--- src/rtl/stopwatch_counter_pkg.sv ---
// Shared state encoding and BCD digit limits for the stopwatch counter.
package stopwatch_pkg;

  typedef enum logic [1:0] {
    IDLE  = 2'd0,
    RUN   = 2'd1,
    PAUSE = 2'd2
  } state_t;

  localparam int DIGIT_MAX = 9;
  localparam int SEC_T_MAX = 5;

endpackage

--- src/rtl/stopwatch_counter_bcd_digit.sv ---
// One BCD digit of the stopwatch: counts 0..MAX on inc, wraps to 0 and
// raises a combinational carry for the next digit in the same cycle.
module bcd_digit #(
  parameter int MAX = 9,
  parameter int W   = 4
) (
  input  logic         clk_in,
  input  logic         res,
  input  logic         clr,
  input  logic         inc,
  output logic [W-1:0] value,
  output logic         carry
);

  localparam logic [W-1:0] MAX_V = W'(MAX);

  logic [W-1:0] r_value;

  always_ff @(posedge clk_in) begin
    if (!res || clr) begin
      r_value <= '0;
    end else if (inc) begin
      r_value <= (r_value == MAX_V) ? '0 : r_value + W'(1);
    end
  end

  assign value = r_value;
  assign carry = inc & (r_value == MAX_V);

endmodule

--- src/rtl/stopwatch_counter.sv ---
// Stopwatch mm:ss.cc counter driven by the 100 Hz tick, with run/pause/clear FSM.
// Optional lap hold display enabled by defining STOPWATCH_LAP_EN.
module stopwatch_counter
  import stopwatch_pkg::*;
#(
  parameter int SYNC_STAGES = 2,
  parameter int MAX_MIN_T   = 5
) (
  input  logic       clk_in,
  input  logic       res,
  input  logic       tick_in,
  input  logic       start_stop,
  input  logic       clear,
  input  logic       lap,
  output logic       running,
  output logic [2:0] min_t,
  output logic [3:0] min_u,
  output logic [2:0] sec_t,
  output logic [3:0] sec_u,
  output logic [3:0] cs_t,
  output logic [3:0] cs_u,
  output logic [1:0] o_dbg_state
);

  logic [SYNC_STAGES-1:0] r_sync;
  logic                   r_edge;
  logic                   w_tick_pulse;
  state_t                 r_state;
  logic                   r_running;
  logic                   w_count;
  logic                   w_clr;
  logic                   w_c_cs_u, w_c_cs_t, w_c_sec_u, w_c_sec_t, w_c_min_u;
  logic                   w_unused_carry;
  logic [2:0]             w_min_t, w_sec_t;
  logic [3:0]             w_min_u, w_sec_u, w_cs_t, w_cs_u;
  logic [21:0]            w_live;

  // tick_in is treated as data: synchronise, then detect its rising edge only
  always_ff @(posedge clk_in) begin
    if (!res) begin
      r_sync <= '0;
      r_edge <= 1'b0;
    end else begin
      r_sync <= {r_sync[SYNC_STAGES-2:0], tick_in};
      r_edge <= r_sync[SYNC_STAGES-1];
    end
  end

  assign w_tick_pulse = r_sync[SYNC_STAGES-1] & ~r_edge;

  always_ff @(posedge clk_in) begin
    if (!res) begin
      r_state   <= IDLE;
      r_running <= 1'b0;
    end else begin
      case (r_state)
        IDLE: if (start_stop) begin
          r_state   <= RUN;
          r_running <= 1'b1;
        end
        RUN: if (start_stop) begin
          r_state   <= PAUSE;
          r_running <= 1'b0;
        end
        PAUSE: if (start_stop) begin
          r_state   <= RUN;
          r_running <= 1'b1;
        end else if (clear) begin
          r_state   <= IDLE;
          r_running <= 1'b0;
        end
        default: begin
          r_state   <= IDLE;
          r_running <= 1'b0;
        end
      endcase
    end
  end

  // Decisions use the state at the start of the cycle, so a tick that lands
  // with start_stop in RUN is still counted before the pause takes effect.
  assign w_count = (r_state == RUN) & w_tick_pulse;
  assign w_clr   = (r_state == PAUSE) & clear & ~start_stop;

  bcd_digit #(.MAX(DIGIT_MAX), .W(4)) u_cs_u (
    .clk_in(clk_in), .res(res), .clr(w_clr), .inc(w_count),
    .value(w_cs_u), .carry(w_c_cs_u));
  bcd_digit #(.MAX(DIGIT_MAX), .W(4)) u_cs_t (
    .clk_in(clk_in), .res(res), .clr(w_clr), .inc(w_c_cs_u),
    .value(w_cs_t), .carry(w_c_cs_t));
  bcd_digit #(.MAX(DIGIT_MAX), .W(4)) u_sec_u (
    .clk_in(clk_in), .res(res), .clr(w_clr), .inc(w_c_cs_t),
    .value(w_sec_u), .carry(w_c_sec_u));
  bcd_digit #(.MAX(SEC_T_MAX), .W(3)) u_sec_t (
    .clk_in(clk_in), .res(res), .clr(w_clr), .inc(w_c_sec_u),
    .value(w_sec_t), .carry(w_c_sec_t));
  bcd_digit #(.MAX(DIGIT_MAX), .W(4)) u_min_u (
    .clk_in(clk_in), .res(res), .clr(w_clr), .inc(w_c_sec_t),
    .value(w_min_u), .carry(w_c_min_u));
  bcd_digit #(.MAX(MAX_MIN_T), .W(3)) u_min_t (
    .clk_in(clk_in), .res(res), .clr(w_clr), .inc(w_c_min_u),
    .value(w_min_t), .carry(w_unused_carry));

  assign w_live = {w_min_t, w_min_u, w_sec_t, w_sec_u, w_cs_t, w_cs_u};

`ifdef STOPWATCH_LAP_EN
  logic        r_lap_hold;
  logic [21:0] r_snap;

  // First lap in RUN freezes the display; the next lap in any state releases it
  always_ff @(posedge clk_in) begin
    if (!res || w_clr) begin
      r_lap_hold <= 1'b0;
      r_snap     <= '0;
    end else if (lap) begin
      if (r_lap_hold) begin
        r_lap_hold <= 1'b0;
      end else if (r_state == RUN) begin
        r_lap_hold <= 1'b1;
        r_snap     <= w_live;
      end
    end
  end

  assign {min_t, min_u, sec_t, sec_u, cs_t, cs_u} = r_lap_hold ? r_snap : w_live;
`else
  logic w_unused_lap;
  assign w_unused_lap = lap;
  assign {min_t, min_u, sec_t, sec_u, cs_t, cs_u} = w_live;
`endif

  assign running     = r_running;
  assign o_dbg_state = r_state;

endmodule

--- config.mk ---
export PLATFORM = sky130hd
export DESIGN_NAME = stopwatch_counter
export DESIGN_NICKNAME = d
export VERILOG_FILES = /design/src/rtl/stopwatch_counter_pkg.sv /design/src/rtl/stopwatch_counter_bcd_digit.sv /design/src/rtl/stopwatch_counter.sv
export SDC_FILE = /design/constraint.sdc
export NUM_CORES = 1
export LEC_CHECK = 0
export CELL_PAD_IN_SITES_DETAIL_PLACEMENT = 1
export CELL_PAD_IN_SITES_GLOBAL_PLACEMENT = 2
export CORE_ASPECT_RATIO = 1.75
export CORE_MARGIN = 3
export CORE_UTILIZATION = 31
export CTS_BUF_LIST = sky130_fd_sc_hd__clkbuf_8 sky130_fd_sc_hd__clkbuf_16
export DETAILED_ROUTE_END_ITERATION = 8
export MAX_ROUTING_LAYER = met4
export PLACE_DENSITY_LB_ADDON = 0.1
export SLEW_MARGIN = 20
export SYNTH_ARGS = -nofsm -noshare
export SYNTH_HDL_FRONTEND = slang
export SYNTH_HIERARCHICAL = 1
export SYNTH_SLANG_ARGS = --single-unit
--- constraint.sdc ---
create_clock -name clk_in -period 7.2 [get_ports clk_in]
set_clock_uncertainty 0.1 [all_clocks]
set_input_delay 1.08 -clock clk_in [delete_from_list [all_inputs] [get_ports clk_in]]
set_output_delay 1.08 -clock clk_in [all_outputs]
set_load 0.05 [all_outputs]
==> results.ini <==
[run_status]
outcome = completed

[routing]
number_of_violations_reported_at_the_end_of_detailed_routing_iteration_0 = 3
routed_via_count_divided_by_cell_count = 5.163
dr_total_vias = 1110
first_pass_iters = 4
post_drt_wl_per_cell_um = 13.63
totalWireLength_um = 2931
drt_drc_violations_left = 0
ant_nets = 0

[placed_design]
dp_worst_setup_slack_ns = 1.407
dpl.hpwl_um = 2271
postPlaceCellArea_mm2 = 0.001625
portBuffers = 29
gp_congestion = 0.6438

[pwr]
net-switching-power_uw = 59.75
leakagePower_nw = 0.5623
reg_power_share_pct = 60.8
total_power_uw = 260.7
p_per_area_mw_per_mm2 = 156.4
peakVddDrop_mv = 0.1009
sw_frac_of_total_pct = 22.92
clock_power_share_pct = 32.6
power.combinational.fraction_pct = 6.6
power.internal_uw = 201.0

[global_route]
antenna_found_initial = 0
overflow = 0
first_global_vias = 1110
grt_pass1_wl_um = 5161
global_route.usage.total_pct = 13.85
maximum_number_of_pins_on_one_net_before_global_route_repair = 15

[critical_path]
startpoint_type_of_the_worst_setup_path = flip-flop
critPathMaxStageDelay_ns = 0.95
cp_data_arrival_time_ns = 5.93
critical_path_class = reg -> reg
worstPathRequired_ns = 7.30
crit_path_end_kind = flip-flop
cp.buffers_inverters = 0
maximum_fanout_along_the_worst_path = 6
cp_cell_sequence = nor4bb_1 -> nand2_2 -> nor4b_1 -> nand2_2 -> nor4b_1 -> nand2_2 -> nor4b_1 -> and4b_1 -> nand2_2 -> nor4b_1 -> nand4b_1 -> a21oi_1
critical-path-top-delay-family = simple AND/OR/NAND/NOR gates
crit_path_top_delay_cell = nor4b_1

[clock_tree]
number_of_clock_buffers_inserted_by_tritoncts = 3
cts_root_buf = clkbuf_8
post_cts_hold_buffer_count = 0
clock_sinks = 28
cts.repair_timing.setup_buffer_count = 0
tritoncts = done
cts_htree_levels = 1
post_cts_resized = 0
ctsLongestPathBuffers = 2
cts.clk_slew.worst_paths_ns = 0.10
insertion_delay_ns = 0.27

[hold_path]
hold_class = reg -> reg

[floorplan]
die_width_um = 54.48
top_level_ports = 31
effective_utilization_at_floorplan_pct = 32.66
die_area_mm2 = 0.004949
row_count = 30
die_h_um = 90.84
floorplan.core_area_mm2 = 0.003904

[yosys]
post_synth_inst_count = 135
postSynthAreaPerCell_um2 = 9.444
synth_nets = 141
synth_area_mm2 = 0.001275
yosys_warnings = 6

[sta]
post-route-worst-setup-slack_ns = 1.369
fin_crit_ns = 5.831
hold_worst_slack_ns = 0.3530
setup-violations-final = 0
setup_tns_ns = 0
final_hold_viol_count = 0
final_period_utilization_pct = 80.99
finalMaxSlewViolations = 0
maxSlewHeadroom_pct = 24.49
worst_slew_pin_tran_ns = 1.117
rsz0062_at_grt = no
clock.fmax_mhz = 171.5

[flow_run]
maxCapViolCount = 0

[cells_and_area]
design_area_final_mm2 = 0.001667
drive_above_1_share_pct = 7.186
antennaDiodeCount = 0
fin_nets = 175
synthToLayoutAreaGrowth_pct = 30.72
num-fill-cells = 468

metrics by stage:
step,utilization (%),std cells
2_1_floorplan,-,135
3_3_place_gp,41.63,212
3_5_place_dp,41.63,212
4_1_cts,42.69,215
5_1_grt,42.69,215
6_report,42.69,215
flip-flops by register name (all words and copies together), names as in the netlist:
register,count
u_sec_u/value,4
r_sync,2
u_min_u/value,4
running,1
u_min_t/value,3
o_dbg_state,2
u_cs_t/value,4
u_cs_u/value,4
u_sec_t/value,3
r_edge,1
worst reg2reg max path, delay by kind of cell (launching register included):
kind	cells	cell delay [ns]
AOI/OAI and AO/OA	1	0.18
DFF	1	0.44
and+or+nand+nor	11	5.02
final cells by class:
type / count / area [um2] / share of cell area [%]
Inverter: 5 / 18.77 / 1.126
Clock buffer: 3 / 41.29 / 2.477
Sequential cell: 28 / 560.5 / 33.63
Multi-Input combinational cell: 102 / 695.7 / 41.74
Tap cell: 48 / 60.06 / 3.604
Timing Repair Buffer: 29 / 290.3 / 17.42
placed cells by master, fill, tap and decap left out, types with 5 or more instances in the layout:
cell type / count
nand2b_1: 7
and4b_1: 6
nand3_1: 5
inv_1: 5
dfxtp_1: 28
nor2_1: 11
a21oi_1: 9
nor2b_1: 9
o21ai_1: 5
clkdlybuf4s50_1: 29
xnor2_1: 10
layer usage:
metal | wire [um] | up-vias | track usage, %
met1 | 1173 | 547 | 15.88
li1 | - | 541 | -
met3 | 89 | 2 | 2.645
met4 | 23 | 0 | 4.366
met5 | 0 | - | -
met2 | 1645 | 20 | 23.20
path summary, 6_finish.rpt:
check                 startpoint               end  slack, ns  depth (start not counted)
setup / recovery  o_dbg_state[0]  u_min_t/value[2]       1.37                         12
hold / removal         r_sync[0]         r_sync[1]       0.35                          1
setup reg to reg  o_dbg_state[0]  u_min_t/value[2]       1.37                         12
hold reg to reg        r_sync[0]         r_sync[1]       0.35                          1
power by group through the flow:
stage / sequential, mW / clock (mW) / combinational [mW]
2_1_floorplan: 0.166 / 0 / 0.00547
3_5_place_dp: 0.162 / 0 / 0.0175
4_1_cts: 0.159 / 0.0886 / 0.0175
6_report: 0.159 / 0.0850 / 0.0172
5_1_grt: 0.159 / 0.0960 / 0.0188
3_3_place_gp: 0.162 / 0 / 0.0171
(Power assumes the default switching activity.)
